`src/rtl/bp_pkg.sv`:
```
// -----------------------------------------------------------------------------
// bp_pkg
// Shared types and helpers for the gshare branch predictor.
//   - state_t     : predictor FSM (INIT sweeps the PHT, RUN predicts/trains)
//   - SNT..ST     : 2-bit saturating counter encodings
//   - pht_hash    : PHT index hash (history XOR PC bits)
//   - ctr_next    : saturating counter update
// Build option: GSHARE_PC_HASH_EN
//   defined   -> PHT index = history ^ pc[GHR_BITS+1:2]
//   undefined -> PHT index = history only (pure global-history indexing)
// -----------------------------------------------------------------------------
package bp_pkg;

   typedef enum logic {INIT, RUN} state_t;

   localparam logic [1:0] SNT = 2'd0;
   localparam logic [1:0] WNT = 2'd1;
   localparam logic [1:0] WT  = 2'd2;
   localparam logic [1:0] ST  = 2'd3;

   // Widest supported history; the hash works at this width and callers
   // keep the low GHR_BITS bits.
   localparam int HASH_W = 10;

`ifdef GSHARE_PC_HASH_EN
   localparam bit PC_HASH_EN = 1'b1;
`else
   localparam bit PC_HASH_EN = 1'b0;
`endif

   function automatic logic [HASH_W-1:0] pht_hash(input logic [HASH_W-1:0] hist,
                                                  input logic [HASH_W-1:0] pc_bits);
      return hist ^ (PC_HASH_EN ? pc_bits : '0);
   endfunction

   function automatic logic [1:0] ctr_next(input logic [1:0] ctr, input logic taken);
      if (taken)
         return (ctr == ST) ? ST : ctr + 2'd1;
      else
         return (ctr == SNT) ? SNT : ctr - 2'd1;
   endfunction

endpackage

```
`src/rtl/bp_btb.sv`:
```
// -----------------------------------------------------------------------------
// bp_btb
// Fully-associative branch target buffer with round-robin replacement.
// Ports:
//   clk, rst            clock, asynchronous active-high reset
//   lk_pc               fetch lookup PC[31:2]
//   lk_hit, lk_target   fetch lookup result (target 0 on miss)
//   ex_pc               resolve-stage PC[31:2]; also the write address
//   ex_hit, ex_cur      current entry for ex_pc (target 0 on miss)
//   wr_en, wr_target    write ex_pc -> wr_target (overwrite on hit, else
//                       allocate at the round-robin pointer)
// -----------------------------------------------------------------------------
module bp_btb #(
   parameter int ENTRIES = 8
) (
   input  logic        clk,
   input  logic        rst,
   input  logic [29:0] lk_pc,
   output logic        lk_hit,
   output logic [31:0] lk_target,
   input  logic [29:0] ex_pc,
   output logic        ex_hit,
   output logic [31:0] ex_cur,
   input  logic        wr_en,
   input  logic [31:0] wr_target
);

   localparam int PW = $clog2(ENTRIES);

   logic [ENTRIES-1:0] valid;
   logic [29:0]        tag    [ENTRIES];
   logic [31:0]        target [ENTRIES];
   logic [PW-1:0]      ptr;
   logic [PW-1:0]      ex_idx;
   logic [PW-1:0]      wr_idx;

   // Tags are unique (a hitting write overwrites in place), so at most one
   // entry matches and the loop needs no priority.
   always_comb begin
      // NOTE: every output gets a default first so no path leaves it unassigned (no latch).
      lk_hit    = 1'b0;
      lk_target = '0;
      ex_hit    = 1'b0;
      ex_cur    = '0;
      ex_idx    = '0;
      for (int i = 0; i < ENTRIES; i++) begin
         if (valid[i] && tag[i] == lk_pc) begin
            lk_hit    = 1'b1;
            lk_target = target[i];
         end
         if (valid[i] && tag[i] == ex_pc) begin
            ex_hit = 1'b1;
            ex_cur = target[i];
            ex_idx = PW'(i);
         end
      end
   end

   assign wr_idx = ex_hit ? ex_idx : ptr;

   always_ff @(posedge clk or posedge rst) begin
      if (rst) begin
         // NOTE: state registers use <= so every flop samples pre-edge values.
         valid <= '0;
         ptr   <= '0;
      end else if (wr_en) begin
         valid[wr_idx] <= 1'b1;
         if (!ex_hit)
            ptr <= ptr + 1'b1;
      end
   end

   // NOTE: tag/target arrays are storage qualified by valid, so they carry no reset.
   always_ff @(posedge clk) begin
      if (wr_en) begin
         tag[wr_idx]    <= ex_pc;
         target[wr_idx] <= wr_target;
      end
   end

endmodule

```
`src/rtl/gshare_predictor.sv`:
```
// -----------------------------------------------------------------------------
// gshare_predictor
// Global-history branch predictor: BTB (bp_btb) + speculative GHR with
// mispredict recovery + PHT of 2-bit saturating counters.
// Ports:
//   clk, rst                 clock, asynchronous active-high reset
//   flush                    re-initialise the PHT (restart sweep)
//   if_valid, if_pc          fetch lookup (same-cycle answer)
//   pred_taken, pred_target  prediction (target 0 on BTB miss)
//   pred_ghr                 GHR snapshot to carry down the pipe
//   ex_valid, ex_is_branch, ex_pc, ex_taken, ex_target,
//   ex_pred_taken, ex_ghr    resolved branch from execute
//   mispredict, redirect_pc  combinational redirect
//   ready                    PHT sweep complete
// Build option: GSHARE_PC_HASH_EN selects history^PC indexing of the PHT;
// when undefined the PHT is indexed by history alone.
// -----------------------------------------------------------------------------
module gshare_predictor
   import bp_pkg::*;
#(
   parameter int BTB_ENTRIES = 8,
   parameter int GHR_BITS    = 4
) (
   input  logic                clk,
   input  logic                rst,
   input  logic                flush,
   input  logic                if_valid,
   input  logic [31:0]         if_pc,
   output logic                pred_taken,
   output logic [31:0]         pred_target,
   output logic [GHR_BITS-1:0] pred_ghr,
   input  logic                ex_valid,
   input  logic                ex_is_branch,
   input  logic [31:0]         ex_pc,
   input  logic                ex_taken,
   input  logic [31:0]         ex_target,
   input  logic                ex_pred_taken,
   input  logic [GHR_BITS-1:0] ex_ghr,
   output logic                mispredict,
   output logic [31:0]         redirect_pc,
   output logic                ready
);

   localparam int PHT_SIZE = 1 << GHR_BITS;

   state_t              state;
   logic [GHR_BITS-1:0] sweep;
   logic [GHR_BITS-1:0] ghr;
   logic [1:0]          pht [PHT_SIZE];

   logic                lk_hit;
   logic [31:0]         lk_target;
   logic                ex_hit;
   logic [31:0]         ex_cur;
   logic                ex_res;
   logic [HASH_W-1:0]   if_hash;
   logic [HASH_W-1:0]   ex_hash;
   logic [GHR_BITS-1:0] if_idx;
   logic [GHR_BITS-1:0] ex_idx;
   logic                unused_bits;

   bp_btb #(.ENTRIES(BTB_ENTRIES)) u_btb (
      .clk       (clk),
      .rst       (rst),
      .lk_pc     (if_pc[31:2]),
      .lk_hit    (lk_hit),
      .lk_target (lk_target),
      .ex_pc     (ex_pc[31:2]),
      .ex_hit    (ex_hit),
      .ex_cur    (ex_cur),
      .wr_en     (ex_res & ex_taken),
      .wr_target (ex_target)
   );

   assign if_hash = pht_hash(HASH_W'(ghr),    HASH_W'(if_pc[GHR_BITS+1:2]));
   assign ex_hash = pht_hash(HASH_W'(ex_ghr), HASH_W'(ex_pc[GHR_BITS+1:2]));
   assign if_idx  = if_hash[GHR_BITS-1:0];
   assign ex_idx  = ex_hash[GHR_BITS-1:0];
   assign unused_bits = ^{if_pc[1:0], if_hash, ex_hash};

   assign ready       = (state == RUN);
   assign pred_taken  = lk_hit & pht[if_idx][1] & ready;
   assign pred_target = lk_target;
   assign pred_ghr    = ghr;

   // The fetch-time target is not carried, so a taken/taken resolve is
   // checked against whatever the BTB holds for ex_pc now (0 on miss).
   assign ex_res      = ex_valid & ex_is_branch;
   assign mispredict  = ex_res & ((ex_taken != ex_pred_taken) |
                                  (ex_taken & ex_pred_taken & (ex_target != ex_cur)));
   assign redirect_pc = ex_taken ? ex_target : ex_pc + 32'd4;

   // FSM and sweep counter; flush from either state restarts at index 0.
   always_ff @(posedge clk or posedge rst) begin
      if (rst) begin
         state <= INIT;
         sweep <= '0;
      end else if (flush) begin
         state <= INIT;
         sweep <= '0;
      end else if (state == INIT) begin
         if (sweep == '1)
            state <= RUN;
         sweep <= sweep + 1'b1;
      end
   end

   // Recovery wins over the speculative shift of a same-cycle lookup.
   always_ff @(posedge clk or posedge rst) begin
      if (rst)
         ghr <= '0;
      else if (mispredict)
         ghr <= {ex_ghr[GHR_BITS-2:0], ex_taken};
      else if (if_valid & lk_hit)
         ghr <= {ghr[GHR_BITS-2:0], pred_taken};
   end

   // Training is dropped during the sweep and on a flush edge.
   always_ff @(posedge clk) begin
      if (state == INIT)
         pht[sweep] <= WNT;
      else if (ex_res & ~flush)
         pht[ex_idx] <= ctr_next(pht[ex_idx], ex_taken);
   end

endmodule

```
`config.mk`:
```
export PLATFORM = sky130hd
export DESIGN_NAME = gshare_predictor
export DESIGN_NICKNAME = d
export VERILOG_FILES = /design/src/rtl/bp_pkg.sv /design/src/rtl/bp_btb.sv /design/src/rtl/gshare_predictor.sv
export SDC_FILE = /design/constraint.sdc
export NUM_CORES = 1
export LEC_CHECK = 0
export BUFFER_PORTS_ARGS = -buffer_cell sky130_fd_sc_hd__buf_2
export CORE_MARGIN = 2
export CORE_UTILIZATION = 50
export CTS_CLUSTER_DIAMETER = 150
export DETAILED_ROUTE_END_ITERATION = 6
export PLACE_DENSITY = 0.7
export SLEW_MARGIN = 20
export SYNTH_ARGS = -nofsm -noshare
export SYNTH_HDL_FRONTEND = slang
export SYNTH_SLANG_ARGS = --single-unit
```
`constraint.sdc`:
```
create_clock -name clk -period 15.95 [get_ports clk]
set_input_delay 2.3925 -clock clk [delete_from_list [all_inputs] [get_ports clk]]
set_output_delay 2.3925 -clock clk [all_outputs]
set_load 0.05 [all_outputs]
```
# ---- After elaboration in Yosys (flattened, before gate mapping)
# Memory sizes are Yosys's and may differ from the RTL's.
# Cells that the tools add are included.
dict set report totals {
  regBits 20
  input_bits 108
  output_inout_bits 71
  n_memories 3
  ram_bits 528
  word_cells 134
}
dict set report op_classes {
  n_bitwise 13
  n_addsub 5
  eq_ne 21
  n_lt_le_gt_ge 2
  reduce_logical 21
  n_mux 64
}
# name words width rd rd_ports_with_merged_regs wr line
set memory_table {}
lappend memory_table {u_btb.target 8 32 8 0 1 bp_btb.sv:32} ;# logic [31:0] target [ENTRIES];
lappend memory_table {u_btb.tag 8 30 8 0 1 bp_btb.sv:31} ;# logic [29:0] tag [ENTRIES];
lappend memory_table {pht 16 2 2 0 1 gshare_predictor.sv:49} ;# logic [1:0] pht [PHT_SIZE];
# operator count
set op_table {}
lappend op_table {{$mux W32} 17}
lappend op_table {{$eq A30 B30 Y1} 16}
lappend op_table {{$add A32 B3 Y32 const B} 1}
lappend op_table {{$ne A32 B32 Y1} 1}
lappend op_table {{$mux W1} 28}
lappend op_table {{$mux W4} 5}
lappend op_table {{$logic_and A1 B1 Y1} 17}
lappend op_table {{$mux W2} 8}
lappend op_table {{$mux W3} 5}
lappend op_table {{$and A1 B1 Y1} 9}
lappend op_table {{$or A8 B8 Y8} 1}
lappend op_table {{$add A4 B1 Y4 const B} 1}
lappend op_table {{$eq A4 B4 Y1 const B} 1}
lappend op_table {{$lt A3 B4 Y1 const B} 1}
lappend op_table {{$add A3 B1 Y3 const B} 1}
lappend op_table {{$demux W1 S3} 1}
lappend op_table {{$ge A3 B1 Y1 const B} 1}
lappend op_table {{$add A2 B1 Y2 const B} 1}
lappend op_table {{$eq A2 B2 Y1 const B} 1}
lappend op_table {{$logic_not A2 Y1} 1}
lappend op_table {{$ne A2 B2 Y1 const B} 1}
lappend op_table {{$not A1 Y1} 2}
lappend op_table {{$reduce_and A2 Y1} 1}
lappend op_table {{$reduce_bool A2 Y1} 1}
lappend op_table {{4 further kinds} 4}

# ---- Depth between registers and ports, before layout
# Gate-level depths: netlist of the first run.
# An unclocked memory read counts as a cell.
dict set report logic_depth {
  word_depth 17
  mapped_depth 17
  mapped_depth_nobuf 12
}

# ---- By module
# From an unflattened synthesis of the first run, not the netlist that was laid out.
dict set report unflattened {
  cells_unflattened 2388
  hier_area_um2 28638.7
}
# mod seq_area_each_um2 area_each_um2 cells_each instances
set by_module_without_submodules {}
lappend by_module_without_submodules {bp_btb 15169.5 25281.7 2024 1}
lappend by_module_without_submodules {gshare_predictor 1186.1 3357.0 364 1}

# ---- Worst setup path after synthesis of the first run
# No wires, ideal clock.
dict set report synth_path {
  path_kind {in2out}
  startpoint {input port if_pc[19]}
  endpoint {output port pred_target[27]}
  setup_slack_ps 7344
  stages 15
  n_path_buf 3
  t_arrival_ps 6213
  required_time_ps 13558
  cell_sequence {clkbuf_1 xnor2_1 nand4_1 or4_1 nor4_1 clkbuf_1 buf_2 nand3_1 o21ai_0 mux2_2 mux2_2 mux2_2 mux2_2 mux2i_1 mux2i_1}
}
dict set report synth_via {
  elab_chain_cells 10
  word_cells_on_any_way 24
  cone_classes {8 x eq/ne; 8 x mux; 8 x reduce/logical}
}
# item line
set synth_rtl {}
lappend synth_rtl {{from (decl)} gshare_predictor.sv:28} ;# input logic [31:0] if_pc,
lappend synth_rtl {{$eq A30 B30 Y1} bp_btb.sv:47} ;# if (valid[i] && tag[i] == lk_pc) begin
lappend synth_rtl {{$logic_and A1 B1 Y1} bp_btb.sv:47}
lappend synth_rtl {{$mux W32 (7 in a row)} bp_btb.sv:47}
lappend synth_rtl {{$mux W32 (*)} bp_btb.sv:47}
lappend synth_rtl {{to (decl)} gshare_predictor.sv:30} ;# output logic [31:0] pred_target,
# Every way passes the cells marked *; elsewhere a longest branch is shown, timed or not.

# ---- Worst setup path after layout of the first run
dict set report layout_path {
  startpoint {input port ex_pc[20]}
  endpoint {output port mispredict}
}
dict set report layout_via {
  elab_chain_cells 14
  word_cells_on_any_way 28
  cone_classes {9 x eq/ne; 8 x mux; 3 x bitwise; 8 x reduce/logical}
}
# item line
set layout_rtl {}
lappend layout_rtl {{from (decl)} gshare_predictor.sv:34} ;# input logic [31:0] ex_pc,
lappend layout_rtl {{$eq A30 B30 Y1} bp_btb.sv:51} ;# if (valid[i] && tag[i] == ex_pc) begin
lappend layout_rtl {{$logic_and A1 B1 Y1} bp_btb.sv:51}
lappend layout_rtl {{$mux W32 (7 in a row)} bp_btb.sv:51}
lappend layout_rtl {{$mux W32 (*)} bp_btb.sv:51}
lappend layout_rtl {{$ne A32 B32 Y1 (*)} gshare_predictor.sv:90} ;# (ex_taken & ex_pred_taken & (ex_target != ex_cur)));
lappend layout_rtl {{$and A1 B1 Y1 (*)} gshare_predictor.sv:90}
lappend layout_rtl {{$or A1 B1 Y1 (*)} gshare_predictor.sv:89} ;# assign mispredict = ex_res & ((ex_taken != ex_pred_taken) |
lappend layout_rtl {{$and A1 B1 Y1 (*)} gshare_predictor.sv:89}
lappend layout_rtl {{to (decl)} gshare_predictor.sv:39} ;# output logic mispredict,
# Marked as above.

==> results.sh, run 1 <==
export IMPL_synth_compound_gate_area_share_pct=6.62
export IMPL_synth_top_family_by_area="XOR/XNOR gates"
export IMPL_cts_htree_levels=2
export IMPL_drt_wl_total_um=109000
export IMPL_cp_startpoint="ex_pc[20]"
export IMPL_path_cells="buf_2 -> xnor2_1 -> nand4_1 -> nor4_2 -> nand2_1 -> o31a_1 -> o311ai_1 -> mux2_1 -> nor4_1 -> nand4_1 -> nor4_2 -> a31oi_4 -> buf_2"
export IMPL_setup_worst_path_class="input pin to primary output"
export IMPL_fill_cells=4987
export IMPL_dieArea_um2=62500
export IMPL_layout_commonest_cell="edfxtp_1"
export IMPL_grt_pass1_vias=22400
export IMPL_critical_path_arrival_ns=8.26
export IMPL_yosys_warnings=0
export IMPL_num_rows=90
export IMPL_report_final_slew_viol_count=0
export IMPL_postCtsResizedCells=0
export IMPL_hold_violations=0
export IMPL_rrSetupSlack_ns=10.00
export IMPL_start_util_pct=50.3
export IMPL_core_um2=60100
export IMPL_holdBufCountCts=0
export IMPL_power_leakage_nw=12.0
export IMPL_gr_total_overflow=0
export IMPL_boundaryPins=179
export IMPL_final_cell_area_um2=33900
export IMPL_violations="design-rule violations"
export IMPL_skew_ns=0.0323
export IMPL_fmax_mhz=93.9
export IMPL_setup_viol=0
export IMPL_cts_setup_buffers=0
export IMPL_die_w_um=250
export IMPL_synthCells=2469
export IMPL_portBuffers=176
export IMPL_synthAdderAreaFrac_pct=0.198
export IMPL_hold_path_depth=1
export IMPL_crit_cells=13
export IMPL_worstMarginPinSlew_ns=1.17
export IMPL_ys_ff_latch=548
export IMPL_worst_r2r_cell_count=13
export IMPL_antenna_found_initial=7
export IMPL_nets=2718
export IMPL_worst_endpoint_required_ns=13.56
export IMPL_critPathBufInv=2
export IMPL_vdd_drop_max_mv=0.0998
export IMPL_synth_mux_area_fraction_pct=9.52
export IMPL_worstReg2RegEnd="pred_ghr[0]$_DFFE_PP0P_"
export IMPL_synth_area_um2=30300
export IMPL_hpwl_um=70900
export IMPL_path_clk_slew_ns=0.06
export IMPL_rr_startpoint="u_btb.tag[6][23]$_DFFE_PP_"
export IMPL_yosys_area_share_simple_pct=11.2
export IMPL_drtIter0Drc=2935
export IMPL_finalCriticalPeriod_ns=10.65
export IMPL_clock_tree_buffer_depth=3
export IMPL_max_stage_delay_ns=1.02
export IMPL_antenna_left=0
export IMPL_root_buffer="clkbuf_16"
export IMPL_slew_headroom_pct=21.5
export IMPL_synth_edf_count=528
export IMPL_rsz0062_at_grt="false"
export IMPL_yosysUniqueCellTypes=85
export IMPL_syn_avg_cell_area_um2=12.3
export IMPL_grt_start_max_net_pins=66
export IMPL_synth_xor_area_share_pct=14.8
export IMPL_post_place_ws_ns=5.47
export IMPL_status="finished, violations left"
export IMPL_numCtsBuffers=60
export IMPL_vias=22700
export IMPL_end_kind="primary output"
export IMPL_wire_per_inst_um=31.6
export IMPL_layout_setup_ws_ns=5.30
export IMPL_crit_family="simple AND/OR/NAND/NOR gates"
export IMPL_synth_seq_area_share_pct=54.0
export IMPL_gp_congestion=0.969
export IMPL_power_density_nw_per_um2=104
export IMPL_placed_area_um2=31900
export IMPL_dr_pass1_iters=7
export IMPL_track_usage_pct=34.3
export IMPL_synth_main_ff_cell="edfxtp_1"
export IMPL_clock_sinks=548
export IMPL_hp_start="u_btb.ptr[2]$_DFFE_PP0P_"
export IMPL_worstPathMaxFanout=19
export IMPL_vias_per_cell=6.58
export IMPL_dieHeight_um=250
export IMPL_hold_class="flip-flop to flip-flop"
export IMPL_synthToLayoutAreaGrowth_pct=12.1
export IMPL_clk_insertion_delay_late_ns=0.65
export IMPL_layout_drive_gt1_share_pct=20.5
export IMPL_whs_endpoint="u_btb.ptr[2]$_DFFE_PP0P_"
export IMPL_syn_nets=2581
export IMPL_final_cell_mix="528 x edfxtp_1, 381 x xnor2_1, 176 x buf_2"
export IMPL_period_share_pct=66.8
export IMPL_cap_violations=0
export IMPL_cts_tree="yes"
export IMPL_drc=2
export IMPL_cp_start_kind="input pin"
export IMPL_async_flop_share_pct=3.65
export IMPL_crit_slowest_cell="nor4_2"
export IMPL_grt_first_pass_wirelength_um=155000
export IMPL_fin_setup_tns_ns=0
==> area by class of cell <==
| class | instances | area, µm² | share of cell area (%) |
|---|---|---|---|
| Clock inverter | 41 | 402 | 1.18 |
| Timing Repair Buffer | 234 | 1330 | 3.92 |
| Inverter | 94 | 353 | 1.04 |
| Multi-Input combinational cell | 1668 | 12900 | 38.0 |
| Clock buffer | 73 | 1620 | 4.78 |
| Antenna cell | 4 | 10.0 | 0.0295 |
| Sequential cell | 548 | 16400 | 48.2 |
| Tap cell | 782 | 978 | 2.88 |
==> power by group <==
part / switching (mW) / internal [mW]
combinational: 0.261 / 0.122
sequential: 0.0451 / 1.65
clock: 0.607 / 0.836
==> worst max-delay path by stage <==
stage,to,slack [ns]
final,mispredict,5.30
after global routing,mispredict,5.20
after CTS,mispredict,5.45
after detailed placement,mispredict,5.47
after global placement,mispredict,5.49
after floorplan,pred_target[27],7.34
==> metrics by stage <==
stage	power, mW	hold slack [ns]	utilization [%]	std cells
floorplan	1.95	0.445	-	2469
global placement	2.09	0.467	53.0	3325
detailed placement	2.10	0.474	53.0	3325
CTS	3.52	0.487	56.4	3439
global route	3.61	0.520	56.4	3443
finish	3.52	0.488	56.4	3444
==> routing by layer <==
metal,track usage [%],part of all wire (%),up-vias
met5,0,0.055,-
met4,21.7,7.1,8
met3,6.40,9.6,385
met2,54.2,46,1475
met1,43.8,37,11300
li1,-,-,9508
==> Yosys cell counts, drive strengths merged (8+ instances only) <==
cell type  number  area [µm²]
a221oi         15         138
clkbuf         83         312
nor2           99         392
o21ai         100         500
and3           11        68.8
or2            13        81.3
nor3b          13        97.6
nor3           57         297
or3            11        68.8
inv            94         353
dfrtp          20         500
nand4         111         694
nand2          83         312
o22ai           8        50.1
nand3         107         536
and4            8        70.1
o2111ai        16         140
mux2i          81         811
mux2          153        1730
edfxtp        528       15900
or4            12        90.1
and2            8        50.1
xnor2         381        3340
o221ai         15         131
mux4           15         338
a211oi         18         135
buf            76         443
a21oi          27         135
xor2          131        1150
nor4           60         468
o31ai           8        65.1
a31oi          19         134
o211ai         14         105
==> sequential cells by signal (all words and copies together), names as in the netlist <==
name / cells
pht: 32
ready: 1
sweep: 4
u_btb.tag: 240
pred_ghr: 4
u_btb.target: 256
u_btb.ptr: 3
u_btb.valid: 8
==> cells by family (layout without fill, tap and decap cells) <==
| family | after synthesis | after routing |
|---|---|---|
| and+or+nand+nor | 613 | 613 |
| buffers and inverters | 253 | 442 |
| other | 0 | 4 |
| adders and majority gates | 5 | 5 |
| AOI/OAI and AO/OA | 289 | 289 |
| DFF | 548 | 548 |
| muxes | 249 | 249 |
| xor gates and xnor gates | 512 | 512 |
(Power assumes the default switching activity.)
==> inputs of run 2 (changes only) <==
- ABC_AREA: default -> 1
- PLACE_DENSITY: 0.7 -> 0.72
- clock period: 15.95 -> 9.16 ns (I/O delays scaled with it)
==> results.sh, run 2 <==
export IMPL_status="finished clean"
export IMPL_post_place_ws_ns=1.37
export IMPL_cts_tree="yes"
export IMPL_nets=3616
export IMPL_path_clk_slew_ns=0.06
export IMPL_vias=27700
export IMPL_period_share_pct=87.1
export IMPL_dr_pass1_iters=6
export IMPL_postCtsResizedCells=0
export IMPL_synthToLayoutAreaGrowth_pct=12.1
export IMPL_synthCells=3370
export IMPL_gp_congestion=1.06
export IMPL_num_rows=90
export IMPL_portBuffers=176
export IMPL_instances_no_fill=4339
export IMPL_die_w_um=250
export IMPL_report_final_slew_viol_count=0
export IMPL_dieArea_um2=62400
export IMPL_power_density_nw_per_um2=180
export IMPL_async_flop_share_pct=3.65
export IMPL_rrSetupSlack_ns=4.10
export IMPL_grt_pass1_vias=25700
export IMPL_holdWs_ns=0.494
export IMPL_cts_setup_buffers=0
export IMPL_dp_cells=4226
export IMPL_layout_drive_gt1_share_pct=11.6
export IMPL_end_kind="primary output"
export IMPL_critical_path_arrival_ns=6.60
export IMPL_synth_main_ff_cell="edfxtp_1"
export IMPL_hold_class="flip-flop to flip-flop"
export IMPL_rsz0062_at_grt="false"
export IMPL_core_um2=60000
export IMPL_final_cell_mix="830 x nand2_1, 528 x edfxtp_1, 339 x inv_1"
export IMPL_hpwl_um=78000
export IMPL_finalCriticalPeriod_ns=7.98
export IMPL_holdBufCountCts=0
export IMPL_fin_setup_tns_ns=0
export IMPL_vias_per_cell=6.37
export IMPL_drt_met1_wl_um=42500
export IMPL_layout_commonest_cell="nand2_1"
export IMPL_wl_met2_um=52600
export IMPL_synth_area_um2=30200
export IMPL_final_util_pct=56.4
export IMPL_dieHeight_um=250
export IMPL_worst_endpoint_required_ns=7.79
export IMPL_crit_slowest_cell="nor2_4"
export IMPL_grt_first_pass_wirelength_um=172000
export IMPL_antenna_left=0
export IMPL_cpMostUsedCell="nand2_1"
export IMPL_start_util_pct=50.4
export IMPL_drc=0
export IMPL_power_total_mw=6.10
export IMPL_synth_edf_count=528
export IMPL_skew_ns=0.0303
export IMPL_max_stage_delay_ns=0.61
export IMPL_top_layer="met5"
export IMPL_cts_htree_levels=2
export IMPL_wire_per_inst_um=28.1
export IMPL_fmax_mhz=125
export IMPL_setup_worst_path_class="input pin to primary output"
export IMPL_yosys_top_cells_count="833 x nand2_1, 528 x edfxtp_1, 342 x inv_1, 273 x o21ai_0, 234 x nor2_1"
export IMPL_synth_top_area_share_pct=52.5
export IMPL_yosys_area_top_type="edfxtp_1"
export IMPL_syn_nets=3482
export IMPL_root_buffer="clkbuf_16"
export IMPL_cp_start_kind="input pin"
export IMPL_placed_area_um2=31900
export IMPL_wl_met3_um=18000
export IMPL_numCtsBuffers=58
export IMPL_clock_tree_buffer_depth=3
export IMPL_synth_most_common_cell="nand2_1"
export IMPL_synth_area_top_cells="edfxtp_1 52%, nand2_1 10%, o21ai_0 4.5%"
export IMPL_drtIter0Drc=4419
export IMPL_largest_register="u_btb.target"
export IMPL_power_leakage_nw=13.5
export IMPL_vdd_drop_max_mv=0.180
export IMPL_slew_headroom_pct=31.9
export IMPL_ys_ff_latch=548
export IMPL_antenna_found_initial=8
export IMPL_clk_insertion_delay_late_ns=0.65
export IMPL_largest_reg_flops=256
export IMPL_worstMarginPinSlew_ns=1.02
export IMPL_syn_avg_cell_area_um2=8.97
export IMPL_worst_r2r_cell_count=18
export IMPL_setup_viol=0
export IMPL_yosys_warnings=0
export IMPL_gr_total_overflow=0
export IMPL_clock_sinks=548
export IMPL_cap_violations=0
export IMPL_worstPathMaxFanout=32
export IMPL_track_usage_pct=38.2
export IMPL_hold_path_depth=1
export IMPL_final_cell_area_um2=33900
export IMPL_yosysUniqueCellTypes=61
export IMPL_boundaryPins=179
export IMPL_grt_start_max_net_pins=63
export IMPL_drt_wl_total_um=122000
export IMPL_synth_seq_area_share_pct=54.1
export IMPL_top_regs="u_btb.target: 256 flops, u_btb.tag: 240 flops, pht: 32 flops"
export IMPL_layout_setup_ws_ns=1.18
export IMPL_hold_violations=0
==> run 2: cell types whose count changed after synthesis, sizes merged, moves of 78 or more <==
cell	previous run	this run
o21ai	100	317
mux2	153	0
xnor2	381	106
inv	94	378
a21oi	27	119
mux2i	81	3
o22ai	8	175
nand2	83	839
nor2	99	242
==> run 2: cell type report <==
cell class / instances / area (µm²)
Fill cell: 5338 / 26200
Sequential cell: 548 / 16400
Multi-Input combinational cell: 2271 / 11700
Clock buffer: 70 / 1590
Inverter: 387 / 1460
Timing Repair Buffer: 238 / 1410
Tap cell: 782 / 978
Clock inverter: 38 / 399
Antenna cell: 5 / 12.5
==> run 2: worst max-delay path, delay by kind of cell <==
| kind | cells | cell delay (ns) |
|---|---|---|
| simple gates | 26 | 3.76 |
| buf+inv | 5 | 1.39 |
==> run 2: cell families after synthesis <==
group / after synthesis / share of synthesized area, %
AO/OA/AOI/OAI: 729 / 13.9
adder cells (fa/ha/maj): 4 / 0.166
flip-flops: 548 / 54.1
XOR/XNOR: 164 / 4.75
multiplexers: 3 / 0.0994
AND/OR/NAND/NOR: 1371 / 19.3
buffers and inverters: 551 / 7.70
==> run 2: power breakdown <==
part | switching, mW | internal (mW)
clock network | 1.04 | 1.46
registers | 0.0595 | 2.85
logic | 0.535 | 0.165
total | 1.63 | 4.47
==> run 2: path summary, 6_finish.rpt <==
kind | from | to
max | ex_pc[13] | mispredict
min | u_btb.ptr[2]$_DFFE_PP0P_ | u_btb.ptr[2]$_DFFE_PP0P_
max reg2reg | u_btb.tag[2][29]$_DFFE_PP_ | u_btb.target[7][2]$_DFFE_PP_
min reg2reg | u_btb.ptr[2]$_DFFE_PP0P_ | u_btb.ptr[2]$_DFFE_PP0P_
max in group asynchronous | rst | u_btb.ptr[1]$_DFFE_PP0P_
min in group asynchronous | rst | u_btb.valid[4]$_DFFE_PP0P_
==> run 2: per-layer routing <==
| metal | GRT usage (%) | vias to the layer above |
|---|---|---|
| met4 | 24.2 | 4 |
| met5 | 0 | - |
| met3 | 10.5 | 578 |
| li1 | - | 11900 |
| met1 | 48.6 | 12800 |
| met2 | 57.9 | 2311 |
